File: src/rtl/apb_cmd_sequencer.sv
// rtl/apb_cmd_sequencer.sv - queued register command APB master with wait states and timeout
// Optional poll-until-match reads are enabled by defining APB_SEQ_POLL_EN.
module apb_cmd_sequencer #(
  parameter int ADDR_WIDTH = 8,
  parameter int DATA_WIDTH = 32,
  parameter int DEPTH      = 8,
  parameter int TIMEOUT    = 255
) (
  input  logic                  clk,
  input  logic                  reset,
  input  logic                  cmd_valid,
  output logic                  cmd_ready,
  input  logic                  cmd_write,
  input  logic [ADDR_WIDTH-1:0] cmd_addr,
  input  logic [DATA_WIDTH-1:0] cmd_wdata,
`ifdef APB_SEQ_POLL_EN
  input  logic                  cmd_poll,
  input  logic [DATA_WIDTH-1:0] cmd_mask,
  input  logic [DATA_WIDTH-1:0] cmd_match,
`endif
  output logic                  rsp_valid,
  input  logic                  rsp_ready,
  output logic                  rsp_write,
  output logic [DATA_WIDTH-1:0] rsp_rdata,
  output logic                  rsp_err,
  output logic                  busy,
  output logic [ADDR_WIDTH-1:0] PADDR,
  output logic                  PWRITE,
  output logic                  PSEL,
  output logic                  PENABLE,
  output logic [DATA_WIDTH-1:0] PWDATA,
  input  logic [DATA_WIDTH-1:0] PRDATA,
  input  logic                  PREADY
);
  localparam int PW = $clog2(DEPTH);
  localparam int CW = $clog2(TIMEOUT + 1);
  localparam logic [CW-1:0] CNT_LAST = CW'(TIMEOUT - 1);

  typedef enum logic [1:0] {IDLE, SETUP, ACCESS} state_t;

  typedef struct packed {
    logic                  write;
    logic [ADDR_WIDTH-1:0] addr;
    logic [DATA_WIDTH-1:0] wdata;
`ifdef APB_SEQ_POLL_EN
    logic                  poll;
    logic [DATA_WIDTH-1:0] mask;
    logic [DATA_WIDTH-1:0] match;
`endif
  } cmd_t;

  cmd_t            fifo_mem [DEPTH];
  cmd_t            head, wr_entry;
  logic [PW-1:0]   wr_ptr, rd_ptr;
  logic [PW:0]     count, count_d;
  logic            full, empty, push, pop;

  assign full      = (count == (PW+1)'(DEPTH));
  assign empty     = (count == '0);
  assign cmd_ready = !full;
  assign push      = cmd_valid && !full;
  assign head      = fifo_mem[rd_ptr];
  assign count_d   = count + {{PW{1'b0}}, push} - {{PW{1'b0}}, pop};

  always_comb begin
    wr_entry       = '0;
    wr_entry.write = cmd_write;
    wr_entry.addr  = cmd_addr;
    wr_entry.wdata = cmd_wdata;
`ifdef APB_SEQ_POLL_EN
    wr_entry.poll  = cmd_poll;
    wr_entry.mask  = cmd_mask;
    wr_entry.match = cmd_match;
`endif
  end

  always_ff @(posedge clk) begin
    if (push) fifo_mem[wr_ptr] <= wr_entry;
  end

  // Pointers are PW bits wide, so they wrap modulo DEPTH on their own.
  always_ff @(posedge clk) begin
    if (reset) begin
      wr_ptr <= '0;
      rd_ptr <= '0;
      count  <= '0;
    end else begin
      if (push) wr_ptr <= wr_ptr + 1'b1;
      if (pop)  rd_ptr <= rd_ptr + 1'b1;
      count <= count_d;
    end
  end

  state_t                state_q, state_d;
  logic [CW-1:0]         cnt_q, cnt_d;
  logic                  psel_d, penable_d, pwrite_d;
  logic [ADDR_WIDTH-1:0] paddr_d;
  logic [DATA_WIDTH-1:0] pwdata_d, rsp_rdata_d, done_rdata;
  logic                  rsp_valid_d, rsp_write_d, rsp_err_d, busy_d;
  logic                  done, done_err;
`ifdef APB_SEQ_POLL_EN
  logic                  poll_q, poll_d;
  logic [DATA_WIDTH-1:0] mask_q, mask_d, match_q, match_d, last_q, last_d;
`endif

  always_comb begin
    state_d     = state_q;
    cnt_d       = cnt_q;
    pop         = 1'b0;
    psel_d      = PSEL;
    penable_d   = PENABLE;
    paddr_d     = PADDR;
    pwrite_d    = PWRITE;
    pwdata_d    = PWDATA;
    rsp_valid_d = rsp_valid && !rsp_ready;
    rsp_write_d = rsp_write;
    rsp_rdata_d = rsp_rdata;
    rsp_err_d   = rsp_err;
    done        = 1'b0;
    done_err    = 1'b0;
    done_rdata  = '0;
`ifdef APB_SEQ_POLL_EN
    poll_d      = poll_q;
    mask_d      = mask_q;
    match_d     = match_q;
    last_d      = last_q;
`endif
    case (state_q)
      IDLE: begin
        // Only start when the response slot will be free, so completion never drops a response.
        if (!empty && (!rsp_valid || rsp_ready)) begin
          pop       = 1'b1;
          state_d   = SETUP;
          cnt_d     = '0;
          psel_d    = 1'b1;
          penable_d = 1'b0;
          paddr_d   = head.addr;
          pwrite_d  = head.write;
          pwdata_d  = head.wdata;
`ifdef APB_SEQ_POLL_EN
          poll_d    = head.poll && !head.write;
          mask_d    = head.mask;
          match_d   = head.match;
          last_d    = '0;
`endif
        end
      end
      SETUP: begin
        state_d   = ACCESS;
        penable_d = 1'b1;
`ifdef APB_SEQ_POLL_EN
        if (poll_q) begin
          if (cnt_q == CNT_LAST) begin
            done       = 1'b1;
            done_err   = 1'b1;
            done_rdata = last_q;
          end else begin
            cnt_d = cnt_q + 1'b1;
          end
        end
`endif
      end
      ACCESS: begin
        if (PREADY) begin
`ifdef APB_SEQ_POLL_EN
          last_d = PRDATA;
          if (poll_q && ((PRDATA & mask_q) != match_q)) begin
            if (cnt_q == CNT_LAST) begin
              done       = 1'b1;
              done_err   = 1'b1;
              done_rdata = PRDATA;
            end else begin
              state_d   = SETUP;
              penable_d = 1'b0;
              cnt_d     = cnt_q + 1'b1;
            end
          end else
`endif
          begin
            done       = 1'b1;
            done_rdata = PWRITE ? '0 : PRDATA;
          end
        end else if (cnt_q == CNT_LAST) begin
          done     = 1'b1;
          done_err = 1'b1;
`ifdef APB_SEQ_POLL_EN
          done_rdata = last_q;
`endif
        end else begin
          cnt_d = cnt_q + 1'b1;
        end
      end
      default: state_d = IDLE;
    endcase
    if (done) begin
      state_d     = IDLE;
      psel_d      = 1'b0;
      penable_d   = 1'b0;
      paddr_d     = '0;
      pwdata_d    = '0;
      rsp_valid_d = 1'b1;
      rsp_write_d = PWRITE;
      rsp_err_d   = done_err;
      rsp_rdata_d = done_rdata;
    end
    busy_d = (count_d != '0) || (state_d != IDLE) || rsp_valid_d;
  end

  always_ff @(posedge clk) begin
    if (reset) begin
      state_q   <= IDLE;
      cnt_q     <= '0;
      PSEL      <= 1'b0;
      PENABLE   <= 1'b0;
      PADDR     <= '0;
      PWRITE    <= 1'b0;
      PWDATA    <= '0;
      rsp_valid <= 1'b0;
      rsp_write <= 1'b0;
      rsp_rdata <= '0;
      rsp_err   <= 1'b0;
      busy      <= 1'b0;
`ifdef APB_SEQ_POLL_EN
      poll_q    <= 1'b0;
      mask_q    <= '0;
      match_q   <= '0;
      last_q    <= '0;
`endif
    end else begin
      state_q   <= state_d;
      cnt_q     <= cnt_d;
      PSEL      <= psel_d;
      PENABLE   <= penable_d;
      PADDR     <= paddr_d;
      PWRITE    <= pwrite_d;
      PWDATA    <= pwdata_d;
      rsp_valid <= rsp_valid_d;
      rsp_write <= rsp_write_d;
      rsp_rdata <= rsp_rdata_d;
      rsp_err   <= rsp_err_d;
      busy      <= busy_d;
`ifdef APB_SEQ_POLL_EN
      poll_q    <= poll_d;
      mask_q    <= mask_d;
      match_q   <= match_d;
      last_q    <= last_d;
`endif
    end
  end

endmodule

File: config.mk
export PLATFORM = sky130hd
export DESIGN_NAME = apb_cmd_sequencer
export DESIGN_NICKNAME = d
export VERILOG_FILES = /design/src/rtl/apb_cmd_sequencer.sv
export SDC_FILE = /design/constraint.sdc
export NUM_CORES = 1
export LEC_CHECK = 0
export ABC_AREA = 1
export ABC_CLOCK_PERIOD_IN_PS = 4190
export CAP_MARGIN = 20
export CORE_MARGIN = 3
export CORE_UTILIZATION = 57
export CTS_CLUSTER_SIZE = 14
export DETAILED_ROUTE_END_ITERATION = 10
export PLACE_DENSITY = 0.83
export SLEW_MARGIN = 10
export SYNTH_ARGS = -nofsm -noshare
export SYNTH_HDL_FRONTEND = slang
export SYNTH_SLANG_ARGS = --single-unit
File: constraint.sdc
create_clock -name clk -period 4.19 [get_ports clk]
set_clock_uncertainty 0.15 [all_clocks]
set_input_delay 1.257 -clock clk [delete_from_list [all_inputs] [get_ports clk]]
set_output_delay 1.257 -clock clk [all_outputs]
set_load 0.01 [all_outputs]
=== Yosys cells after proc, flatten, opt, wreduce, memory -nomap -nowiden ===
Memory sizes are Yosys's and may differ from the RTL's. A register that Yosys moved wholly into a read port is not among the register bits.
Index checks and enable logic that the tools add are counted.

* Register bits: 99
* Memory bits (writable): 328
* Input bits: 78
* Output and inout bits: 80
* Word-level logic and storage cells: 72
* Memories: 1

{| class="wikitable"
|+ Memories
! name !! words !! width !! read ports !! clocked after Yosys merged registers in !! write ports !! line !! source
|-
| fifo_mem || 8 || 41 || 1 || 1 || 1 || 52 || <nowiki>cmd_t fifo_mem [DEPTH];</nowiki>
|}

* Add/sub/neg operators: 5
* Eq/ne operators: 7
* Multiplexer cells: 24
* Reductions and logical operators: 20

{| class="wikitable"
|+ Operators by type and width
! cell !! number
|-
| two-way mux 32 bit || 3
|-
| two-way mux 8 bit || 3
|-
| case mux 8 bit (2 select lines) || 1
|-
| two-way mux 1 bit || 11
|-
| adder 8 x 1 -> 8 bit, second input constant || 1
|-
| == test 8 bit, second input constant || 1
|-
| adder 3 x 1 -> 3 bit, second input constant || 2
|-
| two-way mux 3 bit || 2
|-
| != test 2 bit, second input constant || 3
|-
| case mux 2 bit (3 select lines) || 1
|-
| nonzero test 2 bit || 3
|-
| adder 4 x 1 -> 4 bit || 1
|-
| == test 4 bit, second input constant || 1
|-
| zero test 1 bit || 4
|-
| zero test 4 bit || 1
|-
| two-way mux 2 bit || 2
|-
| AND reduction 2 bit || 2
|-
| AND reduction 4 bit || 1
|-
| nonzero test 4 bit || 1
|-
| subtractor 4 x 1 -> 4 bit || 1
|-
| logical AND 1 bit || 3
|-
| logical OR 1 bit || 3
|-
| == test 2 x 1 -> 1 bit, second input constant || 1
|-
| == test 2 bit, second input constant || 1
|-
| other kinds (3) || 3
|}

=== Depth between registers and ports, before layout ===
Gate-level depths: netlist of the first run.

* Depth after elaboration: 9
* Mapped depth: 17
* Gate-level depth less buffers: 16

=== Worst setup path after synthesis of the first run ===
OpenSTA, ideal clock, no wires.

* Path kind: input-to-reg
* Start: input port cmd_valid
* End: memory fifo_mem[0][0] (netlist bit), enable pin
* Setup time: 0.439 ns
* Arrival time: 3.304 ns
* Required time: 3.601 ns
* Slack: 0.297 ns
* Cell stages on the path: 4
* Path buffers: 0
* Path through: nand2_1 -> inv_1 -> nand2_1 -> nor2_1

* Word-level cells in the longest chain between the ends: 3

{| class="wikitable"
|+ RTL lines
! item !! line !! source
|-
| start, declared || 11 || <nowiki>input logic cmd_valid,</nowiki>
|-
| logical AND 1 bit || 61 || <nowiki>assign push = cmd_valid && !full;</nowiki>
|-
| two-way mux 1 bit || 78 || <nowiki>if (push) fifo_mem[wr_ptr] <= wr_entry;</nowiki>
|-
| two-way mux 1 bit (not written as such) || 78 ||
|-
| end, declared || 52 ||
|}

No other way between the ends.

=== Worst setup path in the final report of the first run ===
* Start: input port rsp_ready
* End: register busy

* Word-level cells in the longest chain between the ends: 8
* Elaborated cells between the ends (all ways): 15
* Classes of those cells: add/sub: 1; mux: 6; reduce/logical: 8

{| class="wikitable"
|+ RTL lines
! item !! line !! source
|-
| start, declared || 22 || <nowiki>input logic rsp_ready,</nowiki>
|-
| logical OR 1 bit || 131 || <nowiki>if (!empty && (!rsp_valid || rsp_ready)) begin</nowiki>
|-
| logical AND 1 bit || 131 ||
|-
| two-way mux 1 bit / two-way mux 2 bit (equally long branches) || 131 ||
|-
| two-way mux 1 bit / case mux 2 bit (3 select lines) (equally long branches) || 128 || <nowiki>case (state_q)</nowiki>
|-
| subtractor 4 x 1 -> 4 bit / two-way mux 2 bit (equally long branches) || 63, 195 ||
|-
| nonzero test 4 bit / nonzero test 2 bit (equally long branches) || 206 || <nowiki>busy_d = (count_d != '0) || (state_d != IDLE) || rsp_valid_d;</nowiki>
|-
| logical OR 1 bit || 206 ||
|-
| logical OR 1 bit * || 206 ||
|-
| end signal, assigned || 241 || <nowiki>busy <= busy_d;</nowiki>
|-
| end, declared || 26 || <nowiki>output logic busy,</nowiki>
|}

Every way passes the cells marked *; elsewhere a longest branch is shown, timed or not.
A chain may end at the register's enable or synchronous reset.

==> summary.txt, run 1 <==
Floorplan
  • Die Ht: 179 um
  • # IOs: 158
  • Core Area: 29100 um^2
  • Initial Util: 58.6%
  • Die Wd: 179 um
  • Area of the die: 32000 um^2
  • Std-Cell Rows: 62

STA
  • Worst-margin pin slew: 0.944 ns
  • Final Max Tran Viols: 0
  • FMAX: 0.286 GHz
  • Setup ws final: 0.695 ns
  • Min Tclk post-route: 3.50 ns
  • Hold violation count in the final report: 0
  • Final Cycle Share: 83.4%
  • Hold_ws: 0.295 ns
  • Final setup viols: 0
  • RSZ-0062 raised after global routing: no
  • Relative slew slack: 37.1%
  • Total negative slack: 0 ns

CTS
  • Clock Path Buffers: 3
  • Clock-pin slew on the worst setup and hold paths: 0.06 ns
  • Clock tree from TritonCTS: done
  • Hold Buf Count CTS: 0
  • Post-CTS Setup Bufs: 0
  • Clk_lat worst skew: 0.54 ns
  • H-tree depth: 2
  • Root buffer cell: clkbuf_16
  • CTS Buf Count: 42
  • Clock Sinks: 430
  • Resized cells post-CTS: 0

Synth
  • Post-Syn Area: 17000 um^2
  • Top FF cell, synth: edfxtp_1
  • Synth top area cells: edfxtp_1 58%, dfxtp_1 12%, a21oi_1 5.3%
  • Top cell type by total area after synthesis: edfxtp_1
  • Synthesis warning total: 0
  • Mapped Cells: 1509
  • Post-synth top area share: 57.8%
  • Seq/Total Area, Yosys: 69.8%
  • Async set-reset flop share out of synthesis: 0%
  • Post-synth EDFFs: 328
  • Synth top cells by count: 328 x edfxtp_1, 198 x nand2_1, 197 x inv_1
  • Yosys cell types: 33
  • Mapped Nets: 1601
  • #FFs+latches synth: 430
  • Syn_area_per_cell: 11.3 um^2
  • Top-count cell post-synth: edfxtp_1

Setup path
  • Critical-path top delay cell: clkdlybuf4s50_1
  • Buf+Inv Stages, Crit Path: 5
  • Crit start category: primary input
  • Max stage delay on crit path: 0.46 ns
  • Kind of critical path: primary input to flop
  • CP top delay family: simple AND/OR/NAND/NOR gates
  • CP required: 4.45 ns
  • CP Capture Type: flop
  • Worst Path Arrival: 3.76 ns
  • Critical path peak fanout: 6
  • CP cell instances: clkdlybuf4s50_1 -> inv_1 -> nand2_1 -> nand2_1 -> nor2_4 -> inv_2 -> nor2_1 -> inv_1 -> nand2_1 -> ha_1 -> inv_1 -> fa_1 -> xor2_1 -> nand4_1 -> o21ai_0 -> nand3_1

Power
  • Net switching power: 3.76 mW
  • Part of the power in registers: 44.1%
  • Pleak: 7.58 nW
  • Internal power: 8.25 mW
  • Pwr/cell area: 589 nW/um^2
  • VDD IR max: 0.000430 V
  • Clock power frac: 30.3%
  • Pwr Total: 12.0 mW
  • Net Sw Frac: 31.3%
  • Combinational share of power: 25.5%

Route
  • Iter 0 DRT Violations: 1015
  • DR DRC count: 0
  • Wire per inst: 17.8 um
  • Drt total wl: 36800 um
  • Vias: 11539
  • Initial DRT Pass Iterations: 5
  • Final ANT Viol Nets: 0
  • DR vias/cell: 5.60

Placed design
  • DP HPWL: 20900 um
  • Routability cong.: 0.792
  • Port bufs: 157
  • Pre-CTS setup slack: 0.189 ns

Job
  • Number of max-cap violations: 0

Finish
  • Area grow syn2layout: 19.6%
  • Final-stage net count: 1736
  • Layout cell share with drive strength beyond 1: 6.79%
  • Final Util: 70.1%
  • Antenna diode count: 0

GRT
  • Initial antenna violation count: 1
  • Pin count of the biggest net entering global routing: 106
  • Global-route usage over all layers: 22.6%
  • First-pass GRT wire length: 56900 um
  • Overflow after GRT: 0
  • Vias in the first global route: 11328

Worst hold path
  • Hold/Removal Path Class: flop to flop

Status
  • Status: finished, final reports clean
[layout by cell type, fill, tap and decap left out, types with 2 or more instances in the layout]
master	n
a21oi_1	182
buf_12	9
buf_4	11
bufinv_16	3
clkbuf_1	6
clkbuf_16	43
clkbuf_8	2
clkdlybuf4s50_1	157
clkinv_1	12
clkinv_2	9
dfxtp_1	99
dfxtp_4	2
edfxtp_1	328
ha_1	13
inv_1	196
inv_2	4
nand2_1	198
nand2_2	3
nand3_1	90
nand4_1	4
nor2_1	26
nor2_4	9
nor3_1	2
o211ai_1	41
o21ai_0	168
o21ai_1	36
o21ai_2	7
xor2_1	2
[metal layers]
| metal | vias up | track usage (%) | wire length (um) |
|---|---|---|---|
| li1 | 5497 | - | - |
| met1 | 5497 | 28.5 | 14500 |
| met2 | 456 | 39.0 | 18200 |
| met3 | 87 | 4.28 | 2980 |
| met4 | 2 | 8.70 | 1080 |
| met5 | - | 0 | 14 |
[cell families after synthesis]
group                      Yosys count  share of synthesized area (%)
AOI/OAI and AO/OA                  438                           13.7
xor gates and xnor gates             3                          0.154
adders and majority gates           14                           1.07
buffers and inverters              289                           7.00
DFF                                430                           69.8
and+or+nand+nor                    335                           8.32
[power by group through the flow]
stage | Combinational (mW) | Sequential [mW] | Clock, mW
after floorplan | 1.96 | 5.33 | 0
after global placement | 2.78 | 5.43 | 0
after detailed placement | 2.92 | 5.45 | 0
after CTS | 2.97 | 5.38 | 3.69
after global routing | 3.40 | 5.34 | 3.86
final | 3.06 | 5.30 | 3.65
[worst min-delay path: cells and delay by family, from the launching register on]
kind             cells  cell delay (ns)
flip-flops           1             0.32
AND/OR/NAND/NOR      2             0.09
[final timing paths]
kind                start           end  slack (ns)  depth (start not counted)
max reg2reg      count[2]          busy        1.33                         16
max             rsp_ready          busy        0.69                         16
min reg2reg  rsp_rdata[0]  rsp_rdata[0]        0.29                          2
min          rsp_rdata[0]  rsp_rdata[0]        0.29                          2
[per-stage QoR]
step / instances / instance area [um^2]
6_report: 2062 / 20400
5_1_grt: 2062 / 20400
4_1_cts: 2061 / 20400
3_5_place_dp: 1983 / 19000
3_3_place_gp: 1983 / 19000
2_1_floorplan: 1509 / 17000
[layout make-up]
class,instances,area [um^2]
clock buffer,51,1130
clock inverter,27,221
fill,1935,8710
inverter,202,761
multi-input combinational,790,4030
sequential,430,11900
tap,384,480
timing repair buffer,178,1860
[registers in the layout (all words and copies together) (netlist names), 3 cells and up, named ones only]
name	count
PWDATA	32
wr_ptr	3
PADDR	8
rd_ptr	3
count	4
fifo_mem	328
cnt_q	8
rsp_rdata	32
(Power assumes the default switching activity.)
==> run 2: changes to the inputs <==
--- a/config.mk
+++ b/config.mk
@@ -6,7 +6,7 @@
 export NUM_CORES = 1
 export LEC_CHECK = 0
 export ABC_AREA = 1
-export ABC_CLOCK_PERIOD_IN_PS = 4190
+export ABC_CLOCK_PERIOD_IN_PS = 3600
 export CAP_MARGIN = 20
 export CORE_MARGIN = 3
 export CORE_UTILIZATION = 57
==> constraint.sdc (replaced) <==
create_clock -name clk -period 3.6 [get_ports clk]
set_clock_uncertainty 0.15 [all_clocks]
set_input_delay 1.08 -clock clk [delete_from_list [all_inputs] [get_ports clk]]
set_output_delay 1.08 -clock clk [all_outputs]
set_load 0.01 [all_outputs]
==> run 2 against run 1 <==
Sequential share of layout area is 0.58 points lower. First-iteration DRC count is 26% higher. Utilization rose by 0.70 points. Count of clock-buffer cells in the layout increased by 1. Critical path depth did not move. Clock power up 24%. Worst hold slack improved by 0.0015 ns. Combinational power up 17%. Sequential power rose by 17%. Die area unchanged. Design area increased by 0.99%. Critical path type unchanged. Largest power group unchanged. Highest routed layer unchanged.
==> summary.txt, run 2 (synthesis gave the netlist of run 1 again) <==
Status
  • Status: finished, final reports clean

Route
  • Initial DRT Pass Iterations: 6
  • Final ANT Viol Nets: 0
  • DR DRC count: 0
  • DR vias/cell: 5.70
  • Drt total wl: 39000 um
  • Wire per inst: 18.7 um
  • Iter 0 DRT Violations: 1281
  • Vias: 11844

Setup path
  • Worst Path Arrival: 3.38 ns
  • CP Capture Type: flop
  • RR Endpoint: busy
  • CP top delay family: buffers and inverters
  • Worst r2r src: state_q[0]
  • Max stage delay on crit path: 0.48 ns
  • Crit start category: primary input
  • CP cell instances: clkdlybuf4s50_1 -> inv_1 -> nand2_1 -> nand2_1 -> nor2_4 -> inv_2 -> nor2_1 -> inv_1 -> nand2_1 -> ha_1 -> inv_1 -> fa_1 -> xor2_1 -> nand4_1 -> o21ai_0 -> nand3_1
  • CP required: 3.88 ns
  • Kind of critical path: primary input to flop
  • Buf+Inv Stages, Crit Path: 5
  • Critical path peak fanout: 2
  • Critical-path top delay cell: clkdlybuf4s50_1
  • Reg2Reg Depth: 15
  • Flop-to-flop setup slack: 0.91 ns

Finish
  • Layout cell share with drive strength beyond 1: 7.80%
  • Register area: 11900 um^2
  • Area grow syn2layout: 20.8%
  • Multi-input logic area: 4030 um^2
  • Filler cell count in the final layout: 1927
  • Final Util: 70.8%
  • Largest registers: fifo_mem: 328 flops, PWDATA: 32 flops, rsp_rdata: 32 flops
  • Largest Register: fifo_mem
  • Final-stage net count: 1750
  • Most frequent cells in the layout: 328 x edfxtp_1, 198 x nand2_1, 196 x inv_1, 182 x a21oi_1, 168 x o21ai_0
  • Max FFs per register: 328
  • Most common cell after layout, fill and taps aside: edfxtp_1

Power
  • Pwr Total: 14.3 mW
  • VDD IR max: 0.000580 V
  • Pwr/cell area: 695 nW/um^2
  • Pleak: 7.69 nW

GRT
  • Vias in the first global route: 11661
  • Overflow after GRT: 0
  • Pin count of the biggest net entering global routing: 105
  • Global-route usage over all layers: 24.2%
  • Initial antenna violation count: 3
  • First-pass GRT wire length: 60700 um

Worst hold path
  • Worst Hold Path EP: rsp_rdata[20]
  • Cell depth of the worst hold path: 2
  • Hold/Removal Path Class: flop to flop
  • Hold Startpoint: rsp_rdata[20]

STA
  • Worst-margin pin slew: 1.06 ns
  • Final setup viols: 0
  • Total negative slack: 0 ns
  • Relative slew slack: 28.9%
  • RSZ-0062 raised after global routing: no
  • Final Max Tran Viols: 0
  • Final Cycle Share: 86.2%
  • Min Tclk post-route: 3.10 ns
  • Setup ws final: 0.498 ns
  • FMAX: 0.322 GHz
  • Hold violation count in the final report: 0

CTS
  • Clock-pin slew on the worst setup and hold paths: 0.06 ns
  • Hold Buf Count CTS: 0
  • Clk_lat worst skew: 0.55 ns
  • Root buffer cell: clkbuf_16
  • CTS Buf Count: 43
  • Clock tree from TritonCTS: done
  • Clock Sinks: 430
  • Resized cells post-CTS: 0
  • Post-CTS Setup Bufs: 0
  • Clock Path Buffers: 3
  • H-tree depth: 2

Placed design
  • Port bufs: 157
  • Routability cong.: 0.825
  • DP HPWL: 22100 um
  • Pre-CTS setup slack: -0.0571 ns

Floorplan
  • Die Wd: 179 um
  • Initial Util: 58.6%
  • Die Ht: 179 um
  • Core Area: 29100 um^2
  • Area of the die: 32000 um^2
  • Std-Cell Rows: 62
  • # IOs: 158

Job
  • Number of max-cap violations: 0
==> run 2: worst min-delay path: stages, from the launching register on <==
cell and delay [ns]:
dfxtp_1 0.31, nand2_1 0.06, nand2_1 0.04
==> run 2: area by class of cell <==
type | instances | share of cell area (%)
flip-flops and latches | 430 | 57.8
clock inverters | 27 | 1.36
diodes | 3 | 0.0365
inverters | 202 | 3.70
repair buffers | 191 | 9.54
multi-input cells | 790 | 19.6
well taps | 384 | 2.33
clock buffers | 52 | 5.64
==> run 2: how the worst max path moves through the flow <==
stage,startpoint,endpoint,depth (start not counted)
2_1_floorplan,cmd_valid,fifo_mem[0][0],4
3_3_place_gp,rsp_ready,busy,16
3_5_place_dp,rsp_ready,busy,16
4_1_cts,rsp_ready,busy,16
5_1_grt,rsp_ready,busy,16
6_report,rsp_ready,busy,16
==> run 2: routing by layer <==
layer | share of wire (%) | wire length, um | GRT usage [%]
met3 | 8.3 | 3220 | 5.04
met1 | 38 | 14800 | 29.7
met5 | 0.090 | 35 | 0
met4 | 2.3 | 907 | 8.31
met2 | 51 | 20000 | 42.7
==> run 2: power breakdown <==
group	internal (mW)	total (mW)	switching, mW	leakage (nW)
Combinational	1.34	3.59	2.25	3.17
Sequential	5.84	6.19	0.350	3.81
Clock	2.67	4.52	1.85	0.709
==> run 2: per-stage QoR <==
stage | cells | instance area (um^2) | hold WS, ns
4_1_cts | 2076 | 20600 | 0.297
3_3_place_gp | 1997 | 19100 | 0.277
6_report | 2079 | 20600 | 0.296
5_1_grt | 2077 | 20600 | 0.307
2_1_floorplan | 1509 | 17100 | 0.297
3_5_place_dp | 1997 | 19100 | 0.283
==> run 3: changes to the inputs <==
--- a/config.mk
+++ b/config.mk
@@ -7,13 +7,13 @@
 export LEC_CHECK = 0
 export ABC_AREA = 1
 export ABC_CLOCK_PERIOD_IN_PS = 3600
-export CAP_MARGIN = 20
+export CAP_MARGIN = 15
 export CORE_MARGIN = 3
 export CORE_UTILIZATION = 57
 export CTS_CLUSTER_SIZE = 14
 export DETAILED_ROUTE_END_ITERATION = 10
 export PLACE_DENSITY = 0.83
-export SLEW_MARGIN = 10
+export SLEW_MARGIN = 20
 export SYNTH_ARGS = -nofsm -noshare
 export SYNTH_HDL_FRONTEND = slang
 export SYNTH_SLANG_ARGS = --single-unit
==> results of run 3 <==
No change in the layout: final DEF, timing and power equal those of run 2.
